<file path="config.mk">
export PLATFORM = sky130hd
export DESIGN_NAME = ext_intr_ctrl
export DESIGN_NICKNAME = d
export VERILOG_FILES = /design/src/rtl/ext_intr_ctrl.sv
export SDC_FILE = /design/constraint.sdc
export NUM_CORES = 1
export LEC_CHECK = 0
export CAP_MARGIN = 25
export CORE_MARGIN = 2
export CORE_UTILIZATION = 35
export CTS_CLUSTER_SIZE = 40
export DETAILED_ROUTE_END_ITERATION = 8
export PLACE_DENSITY = 0.7
export SYNTH_ARGS = -nofsm -noshare
export SYNTH_HDL_FRONTEND = slang
export SYNTH_SLANG_ARGS = --single-unit
</file>
<file path="constraint.sdc">
create_clock -name clk_i -period 2.55 [get_ports clk_i]
set_clock_uncertainty 0.1 [all_clocks]
set_input_delay 0.255 -clock clk_i [delete_from_list [all_inputs] [get_ports clk_i]]
set_output_delay 0.255 -clock clk_i [all_outputs]
set_load 0.01 [all_outputs]
</file>
<file path="src/rtl/ext_intr_ctrl.sv">
// ext_intr_ctrl
// -----------------------------------------------------------------------------
// External-interrupt controller sitting between accelerator / external
// subsystem interrupt sources and the X-HEEP intr_vector_ext_i input.
// Each of NUM_SRC sources has a level/edge mode bit, an enable bit, a pending
// latch and a route field that selects one of NEXT_INT output lines.
// Software programs it through a reg-bus slave port.
//
// Register map (addr[7:0], 32-bit words):
//   0x00 PENDING  R/W1C   0x04 ENABLE  RW   0x08 MODE RW (1 = rising edge)
//   0x0C SET      WO      0x10 STATUS  RO (src_q)
//   0x20+4*i ROUTE[i] RW, bits [RW-1:0]
//
// Ports:
//   clk_i              clock, single domain
//   rst_ni             asynchronous active-low reset
//   reg_req_i [69:0]   packed reg_req_t: {addr[31:0], write, wdata[31:0],
//                      wstrb[3:0], valid} (MSB to LSB)
//   reg_rsp_o [33:0]   packed reg_rsp_t: {rdata[31:0], error, ready}
//   intr_src_i         interrupt sources, active-high, synchronous to clk_i
//   intr_vector_ext_o  registered interrupt lines towards X-HEEP
// -----------------------------------------------------------------------------
module ext_intr_ctrl #(
  parameter int unsigned NUM_SRC  = 4,
  parameter int unsigned NEXT_INT = 16
) (
  input  logic                clk_i,
  input  logic                rst_ni,
  input  logic [69:0]         reg_req_i,
  output logic [33:0]         reg_rsp_o,
  input  logic [NUM_SRC-1:0]  intr_src_i,
  output logic [NEXT_INT-1:0] intr_vector_ext_o
);

  // Width of one route field; kept at least 1 so a single-line vector still
  // yields a legal field.
  localparam int unsigned RW = (NEXT_INT > 1) ? $clog2(NEXT_INT) : 1;

  localparam logic [7:0] ADDR_PENDING = 8'h00;
  localparam logic [7:0] ADDR_ENABLE  = 8'h04;
  localparam logic [7:0] ADDR_MODE    = 8'h08;
  localparam logic [7:0] ADDR_SET     = 8'h0C;
  localparam logic [7:0] ADDR_STATUS  = 8'h10;
  localparam int unsigned ADDR_ROUTE0 = 32'h20;

  // ---------------------------------------------------------------------------
  // Request unpacking
  // ---------------------------------------------------------------------------
  logic [7:0]  req_addr;
  logic        req_write;
  logic [31:0] req_wdata;
  logic [3:0]  req_wstrb;
  logic        req_valid;
  logic        unused_req;

  assign req_addr  = reg_req_i[45:38];
  assign req_write = reg_req_i[37];
  assign req_wdata = reg_req_i[36:5];
  assign req_wstrb = reg_req_i[4:1];
  assign req_valid = reg_req_i[0];
  // Only addr[7:0] is decoded and only the low wdata bits are stored.
  assign unused_req = ^{reg_req_i[69:46], req_wdata};

  // ---------------------------------------------------------------------------
  // State
  // ---------------------------------------------------------------------------
  logic [NUM_SRC-1:0]  src_q,     src_d;
  logic [NUM_SRC-1:0]  pending_q, pending_d;
  logic [NUM_SRC-1:0]  enable_q,  enable_d;
  logic [NUM_SRC-1:0]  mode_q,    mode_d;
  logic [RW-1:0]       route_q [NUM_SRC];
  logic [RW-1:0]       route_d [NUM_SRC];
  logic [NEXT_INT-1:0] intr_q,    intr_d;

  // ---------------------------------------------------------------------------
  // Address decode and bus response
  // ---------------------------------------------------------------------------
  logic               sel_pending, sel_enable, sel_mode, sel_set, sel_status;
  logic [NUM_SRC-1:0] route_sel;
  logic               mapped;
  logic               bad_write;
  logic               rsp_error;
  logic               wr_en;
  logic [31:0]        rsp_rdata;

  always_comb begin
    sel_pending = (req_addr == ADDR_PENDING);
    sel_enable  = (req_addr == ADDR_ENABLE);
    sel_mode    = (req_addr == ADDR_MODE);
    sel_set     = (req_addr == ADDR_SET);
    sel_status  = (req_addr == ADDR_STATUS);
    route_sel   = '0;
    // One-hot ROUTE select: comparing against each slot address avoids an
    // out-of-range array index for addresses past the last source.
    for (int unsigned i = 0; i < NUM_SRC; i++) begin
      route_sel[i] = (req_addr == 8'(ADDR_ROUTE0 + 4 * i));
    end
    mapped    = sel_pending | sel_enable | sel_mode | sel_set | sel_status
              | (|route_sel);
    bad_write = req_write && (sel_status || (req_wstrb != 4'hF));
    rsp_error = req_valid && (!mapped || bad_write);
    wr_en     = req_valid && req_write && !rsp_error;
  end

  always_comb begin
    rsp_rdata = '0;
    if (sel_pending) rsp_rdata = 32'(pending_q);
    if (sel_enable)  rsp_rdata = 32'(enable_q);
    if (sel_mode)    rsp_rdata = 32'(mode_q);
    if (sel_status)  rsp_rdata = 32'(src_q);
    for (int unsigned i = 0; i < NUM_SRC; i++) begin
      if (route_sel[i]) rsp_rdata = 32'(route_q[i]);
    end
  end

  assign reg_rsp_o = {rsp_rdata, rsp_error, 1'b1};

  // ---------------------------------------------------------------------------
  // Next-state logic
  // ---------------------------------------------------------------------------
  logic [NUM_SRC-1:0] wdata_src;
  logic [NUM_SRC-1:0] set_vec;
  logic [NUM_SRC-1:0] clr_vec;

  always_comb begin
    wdata_src = req_wdata[NUM_SRC-1:0];
    src_d     = intr_src_i;

    enable_d = enable_q;
    if (wr_en && sel_enable) enable_d = wdata_src;

    mode_d = mode_q;
    if (wr_en && sel_mode) mode_d = wdata_src;

    set_vec = (intr_src_i & ~src_q) | ((wr_en && sel_set) ? wdata_src : '0);
    clr_vec = (wr_en && sel_pending) ? wdata_src : '0;

    // Edge sources: set beats clear. Level sources load the raw input so
    // that pending_q tracks src_q in the same cycle.
    pending_d = (mode_q & ((pending_q & ~clr_vec) | set_vec))
              | (~mode_q & intr_src_i);

    route_d = route_q;
    for (int unsigned i = 0; i < NUM_SRC; i++) begin
      if (wr_en && route_sel[i]) route_d[i] = req_wdata[RW-1:0];
    end
  end

  // Route values at or above NEXT_INT match no line and are dropped.
  always_comb begin
    intr_d = '0;
    for (int unsigned j = 0; j < NEXT_INT; j++) begin
      for (int unsigned i = 0; i < NUM_SRC; i++) begin
        if (pending_q[i] && enable_q[i] && (32'(route_q[i]) == j)) begin
          intr_d[j] = 1'b1;
        end
      end
    end
  end

  // ---------------------------------------------------------------------------
  // Registers
  // ---------------------------------------------------------------------------
  always_ff @(posedge clk_i or negedge rst_ni) begin
    if (!rst_ni) begin
      src_q     <= '0;
      pending_q <= '0;
      enable_q  <= '0;
      mode_q    <= '0;
      intr_q    <= '0;
      for (int unsigned i = 0; i < NUM_SRC; i++) begin
        route_q[i] <= RW'(i % NEXT_INT);
      end
    end else begin
      src_q     <= src_d;
      pending_q <= pending_d;
      enable_q  <= enable_d;
      mode_q    <= mode_d;
      intr_q    <= intr_d;
      route_q   <= route_d;
    end
  end

  assign intr_vector_ext_o = intr_q;

endmodule

</file>
==> results of run 1 <==
[sequential cells by signal (all words and copies together), names as in the netlist]
signal,count
src_q,4
mode_q,4
enable_q,4
pending_q,4
intr_vector_ext_o,16
route_q,16
[per-layer routing]
| layer | share of wire [%] | track usage, % | wire length (um) | up-vias |
|---|---|---|---|---|
| met2 | 48 | 29.3 | 3720 | 132 |
| met4 | 2.9 | 8.21 | 224 | 0 |
| met5 | 0 | 0 | 0 | - |
| met1 | 42 | 23.3 | 3250 | 1214 |
| met3 | 6.4 | 3.08 | 492 | 25 |
| li1 | - | - | - | 1144 |
[timing repair]
action                                 CTS  global route
gates resized for setup                  7             1
setup endpoints to repair                5             1
endpoints found under the hold margin   14             0
hold buffers                             1             0
[layout make-up]
| cell class | instances | share of cell area, % |
|---|---|---|
| Clock buffer | 7 | 2.37 |
| Sequential cell | 48 | 33.1 |
| Timing Repair Buffer | 74 | 18.7 |
| Inverter | 11 | 1.13 |
| Multi-Input combinational cell | 211 | 40.9 |
| Tap cell | 105 | 3.60 |
| Clock inverter | 1 | 0.206 |
[power breakdown]
part	total, W	internal, W	switching [W]
combinational	0.000168	0.0000776	0.0000906
sequential	0.000775	0.000768	0.00000691
clock	0.000477	0.000221	0.000257
[layout by cell type (no fill, tap or decap), types with 3 or more instances in the layout]
| cell | count |
|---|---|
| nor2_1 | 12 |
| a41oi_1 | 4 |
| a22oi_1 | 4 |
| a31oi_1 | 6 |
| clkdlybuf4s50_1 | 38 |
| or2_2 | 4 |
| or3_1 | 3 |
| conb_1 | 29 |
| a311o_1 | 4 |
| clkbuf_8 | 6 |
| nor2b_1 | 6 |
| inv_1 | 11 |
| nand2b_1 | 5 |
| nor3_1 | 3 |
| nand2_1 | 25 |
| a221o_1 | 4 |
| mux2i_1 | 5 |
| a21boi_0 | 4 |
| o221ai_1 | 11 |
| o21ai_0 | 5 |
| buf_4 | 27 |
| a32oi_1 | 6 |
| dlygate4sd2_1 | 5 |
| nand3_1 | 6 |
| dfstp_2 | 4 |
| mux2_2 | 25 |
| dfrtp_1 | 44 |
| nand4_1 | 3 |
[worst paths after layout]
check                                             from                               to  slack [ns]  cells past startpoint
worst max-delay path                     reg_req_i[40]                     reg_rsp_o[1]        0.11                      8
worst min-delay path                            rst_ni   intr_vector_ext_o[2]$_DFF_PN0_        0.30                      2
worst max register to register  route_q[5]$_DFFE_PN1P_  intr_vector_ext_o[14]$_DFF_PN0_        0.99                      3
worst min register to register   mode_q[2]$_DFFE_PN0P_            mode_q[2]$_DFFE_PN0P_        0.48                      1
max in group asynchronous                       rst_ni           route_q[5]$_DFFE_PN1P_        1.26                      3
min in group clk_i                       intr_src_i[3]               src_q[3]$_DFF_PN0_        0.31                      1
[logic make-up after synthesis]
kind of cell           synth area share (%)
buffers and inverters                  10.9
AND/OR/NAND/NOR                        15.9
multiplexers                           13.0
AO/OA/AOI/OAI                          18.4
flip-flops                             41.6
other                                 0.259
[per-stage QoR]
stage / setup WS (ns) / instances / total power [W] / hold WS (ns) / TNS, ns
final: 0.110 / 457 / 0.00142 / 0.295 / 0
after CTS: 0.0930 / 457 / 0.00143 / 0.307 / 0
after detailed placement: -0.159 / 448 / 0.000956 / 0.108 / -0.587
after global routing: 0.00606 / 457 / 0.00149 / 0.311 / 0
after global placement: -0.151 / 448 / 0.000953 / 0.101 / -0.633
after floorplan: 0.718 / 312 / 0.000888 / -0.141 / 0
[worst max-delay path: stages]
cell and delay (ns):
clkdlybuf4s50_1 0.40, buf_4 0.17, buf_12 0.14, or3b_2 0.47, nor2_1 0.10, o21ai_0 0.08
a31oi_1 0.16, dlygate4sd2_1 0.29
==> flow_metrics.tcl, run 1 <==
set metrics [dict create \
    outcome "finished clean" \
    fin_crit_sh_pct 95.7 \
    die-width_um 95.0 \
    viasPerCell 5.50 \
    postCtsSetupBuffers 0 \
    clockBufferDepth 2 \
    clock-sinks 48 \
    grt_pass1_vias 2462 \
    synth_edf_count 0 \
    syn_to_final_growth_pct 25.8 \
    first_pass_iters 5 \
    n_fill_cell 766 \
    drc 0 \
    worstSetupPathType "in2out" \
    synth.cell_area_mm2 0.00290 \
    rsz0062_at_grt "no" \
    yosysSeqAreaShare_pct 41.6 \
    antenna_cells 0 \
    multiInputGateArea_mm2 0.00149 \
    hold_class "in2async" \
    vias 2515 \
    setup_viol 0 \
    drv_cap 0 \
    post_synth_num_cell_types 51 \
    wl_per_cell_um 16.8 \
    grt_start_max_net_pins 32 \
    utilization_pct 44.8 \
    core.rowCount 33 \
    antenna_found_initial 0 \
    h-tree-depth 2 \
    gr-usage-all-layers_pct 17.9 \
    hold_viol 0 \
    required_ns 2.19 \
    start_util_pct 35.6 \
    fmax_mhz 410 \
    io_pins 126 \
    numPortBuffers 44 \
    async_flop_share_pct 100 \
    clk_pin_slew_worst_paths_ns 0.09 \
    power_density_mw_per_mm2 390 \
    design_area_mm2 0.00365 \
    path_max_fanout 10 \
    cp-end-kind "output port" \
    yosys.area.top_type "dfrtp_1" \
    drtIter0Drc 167 \
    synth_top_area_share_pct 38.0 \
    grt_pass1_wl_um 12300 \
    place_congestion 0.932 \
    leakage_nw 1.57 \
    num-nets-final 427 \
    place_area_mm2 0.00354 \
    maxSlewHeadroom_pct 61.9 \
    avgSynthCellArea_um2 10.2 \
    globalRoute.totalOverflow 0 \
    design.die.area_mm2 0.00903 \
    die_h_um 95.0 \
    ant_nets 0 \
    arrival_ns 2.08 \
    yosysMostFrequentCell "dfrtp_1" \
    critPathLaunchType "input port" \
    synthTopCellsByArea "dfrtp_1 (38%), mux2_2 (9.7%), buf_4 (7.8%)" \
    cts_buffers 5 \
    insertion_delay_ns 0.31 \
    routed_wirelength_um 7690 \
    seq_area_mm2 0.00121 \
    dpl.hpwl_um 5750 \
    period_minus_slack_ns 2.44 \
    core_mm2 0.00813 \
    tightest_slew_ns 0.570 \
    maxSlewViolCount 0 \
    drive_above_1_share_pct 22.4 \
    root_buffer "clkbuf_8" \
    cts_tree "built" \
    synth_seq_cells 48 \
    synth_warnings 0 \
    peakVddDrop_mv 0.262 \
    yosys-top-cells-count "dfrtp_1 (44), buf_4 (30), mux2_2 (25), nand2_1 (25), nor2_1 (13)" \
    synthFlopType "dfrtp_1" \
    syn_inst 285 \
]
Note: power is estimated with default switching activity, not from simulation.
==> run 2, diff against run 1 <==
- CORE_ASPECT_RATIO: not set -> 0.6
- SETUP_SLACK_MARGIN: not set -> 0.02
==> flow_metrics.tcl, run 2 (synthesis gave the netlist of run 1 again) <==
set metrics [dict create \
    worstSetupPathType "in2out" \
    cp-end-kind "output port" \
    num-nets-final 429 \
    die-width_um 121 \
    io_pins 126 \
    final_cell_mix "dfrtp_1 (44), clkdlybuf4s50_1 (37), buf_4 (30), conb_1 (29)" \
    antenna_found_initial 0 \
    grt_start_max_net_pins 28 \
    worst-path-buf-inv 2 \
    rsz0062_at_grt "no" \
    dpl.hpwl_um 6210 \
    fmax_mhz 409 \
    core.rowCount 25 \
    globalRoute.totalOverflow 0 \
    maxSlewViolCount 0 \
    hold_viol 0 \
    fin_tns_setup_ns 0 \
    ant_nets 0 \
    path_max_fanout 3 \
    maxSlewHeadroom_pct 64.8 \
    vias 2551 \
    crit_family "simple AND/OR/NAND/NOR gates" \
    first_pass_iters 5 \
    numPortBuffers 44 \
    slowest_stage "or4_4" \
    leakage_nw 1.59 \
    drtIter0Drc 204 \
    clockBufferDepth 2 \
    grt_pass1_wl_um 13000 \
    power_density_mw_per_mm2 427 \
    outcome "finished clean" \
    hold_slack_ns 0.334 \
    peakVddDrop_mv 0.261 \
    period_minus_slack_ns 2.45 \
    start_util_pct 36.5 \
    antenna_cells 0 \
    mostFrequentLayoutCell "dfrtp_1" \
    viasPerCell 5.52 \
    core_mm2 0.00795 \
    clk_pin_slew_worst_paths_ns 0.06 \
    holdPathStages 1 \
    place_congestion 0.910 \
    cts_tree "built" \
    clock-sinks 48 \
    required_ns 2.19 \
    hold_class "in2reg" \
    gr-usage-all-layers_pct 18.6 \
    drive_above_1_share_pct 22.9 \
    wl_per_cell_um 17.8 \
    insertion_delay_ns 0.28 \
    tightest_slew_ns 0.523 \
    syn_to_final_growth_pct 27.5 \
    setup_viol 0 \
    h-tree-depth 2 \
    cpPeakStageDelay_ns 0.57 \
    die_h_um 74.5 \
    drc 0 \
    fin_crit_sh_pct 95.9 \
    design.die.area_mm2 0.00905 \
    critPathLaunchType "input port" \
    arrival_ns 2.09 \
    cp_num_cells 6 \
    cts_buffers 5 \
    reg2reg_depth 4 \
    grt_pass1_vias 2382 \
    routed_wirelength_um 8230 \
    root_buffer "clkbuf_16" \
    path_cells "clkdlybuf4s50_1 -> or4_4 -> nor2_2 -> o211ai_1 -> a31oi_1 -> dlygate4sd2_1" \
    drv_cap 0 \
]
## run 2: cell types whose count changed in the layout (fill, tap and decap cells not counted), sizes merged
cell | previous run | this run
dlygate4sd2 | 5 | 6
buf | 30 | 32
clkinvlp | 1 | 0
clkdlybuf4s50 | 38 | 37
clkinv | 0 | 1
## run 2: worst paths after layout
path | endpoint | slack [ns] | start
max | reg_rsp_o[4] | 0.10 | reg_req_i[39]
min | src_q[3]$_DFF_PN0_ | 0.33 | intr_src_i[3]
max reg2reg | intr_vector_ext_o[2]$_DFF_PN0_ | 0.87 | route_q[1]$_DFFE_PN1P_
min reg2reg | mode_q[3]$_DFFE_PN0P_ | 0.49 | mode_q[3]$_DFFE_PN0P_
max in group asynchronous | route_q[0]$_DFFE_PN1P_ | 1.18 | rst_ni
min in group asynchronous | intr_vector_ext_o[12]$_DFF_PN0_ | 0.38 | rst_ni
## run 2: worst register-to-register path, stage by stage, from the launching register on
cell and delay [ns]:
dfstp_2 0.60, inv_1 0.09, or2_2 0.34, o32ai_1 0.32, a221o_1 0.17
## run 2: cell type report
| cell class | instances | area (um^2) |
|---|---|---|
| fillers | 752 | 4250 |
| multi-input cells | 211 | 1490 |
| flip-flops and latches | 48 | 1210 |
| repair buffers | 76 | 683 |
| well taps | 108 | 135 |
| clock buffers | 7 | 133 |
| inverters | 11 | 41.3 |
| clock inverters | 1 | 5.00 |
## run 2: stage by stage
step | cell area (um^2) | setup WS (ns) | util [%] | cells | power, W
finish | 3700 | 0.105 | 46.5 | 462 | 0.00158
global route | 3700 | 0.0250 | 46.5 | 462 | 0.00164
CTS | 3660 | 0.0961 | 46.1 | 459 | 0.00159
detailed placement | 3520 | -0.225 | 44.3 | 450 | 0.000954
global placement | 3520 | -0.210 | 44.3 | 450 | 0.000952
floorplan | 3000 | 0.718 | - | 312 | 0.000888
## run 2: per-layer routing
layer	up-vias	part of all wire, %	global-route usage (%)
met5	-	0	0
met2	140	40	25.2
met4	0	0.26	2.55
met3	6	11	4.75
li1	1154	-	-
met1	1251	48	30.0
## run 2: where the power goes
part           switching [W]  total, W  internal [W]  leakage [nW]
registers         0.00000811  0.000777      0.000769         0.638
logic              0.0000931  0.000171     0.0000783         0.888
clock network       0.000266  0.000629      0.000363        0.0679
total               0.000367   0.00158       0.00121          1.59
## run 2: what timing repair did
action	4_1_cts	5_1_grt
gates resized for setup	8	2
setup endpoints to repair	5	1
hold endpoints to repair	18	0
cloned	0	0
setup buffers	0	3
hold buffers	1	0
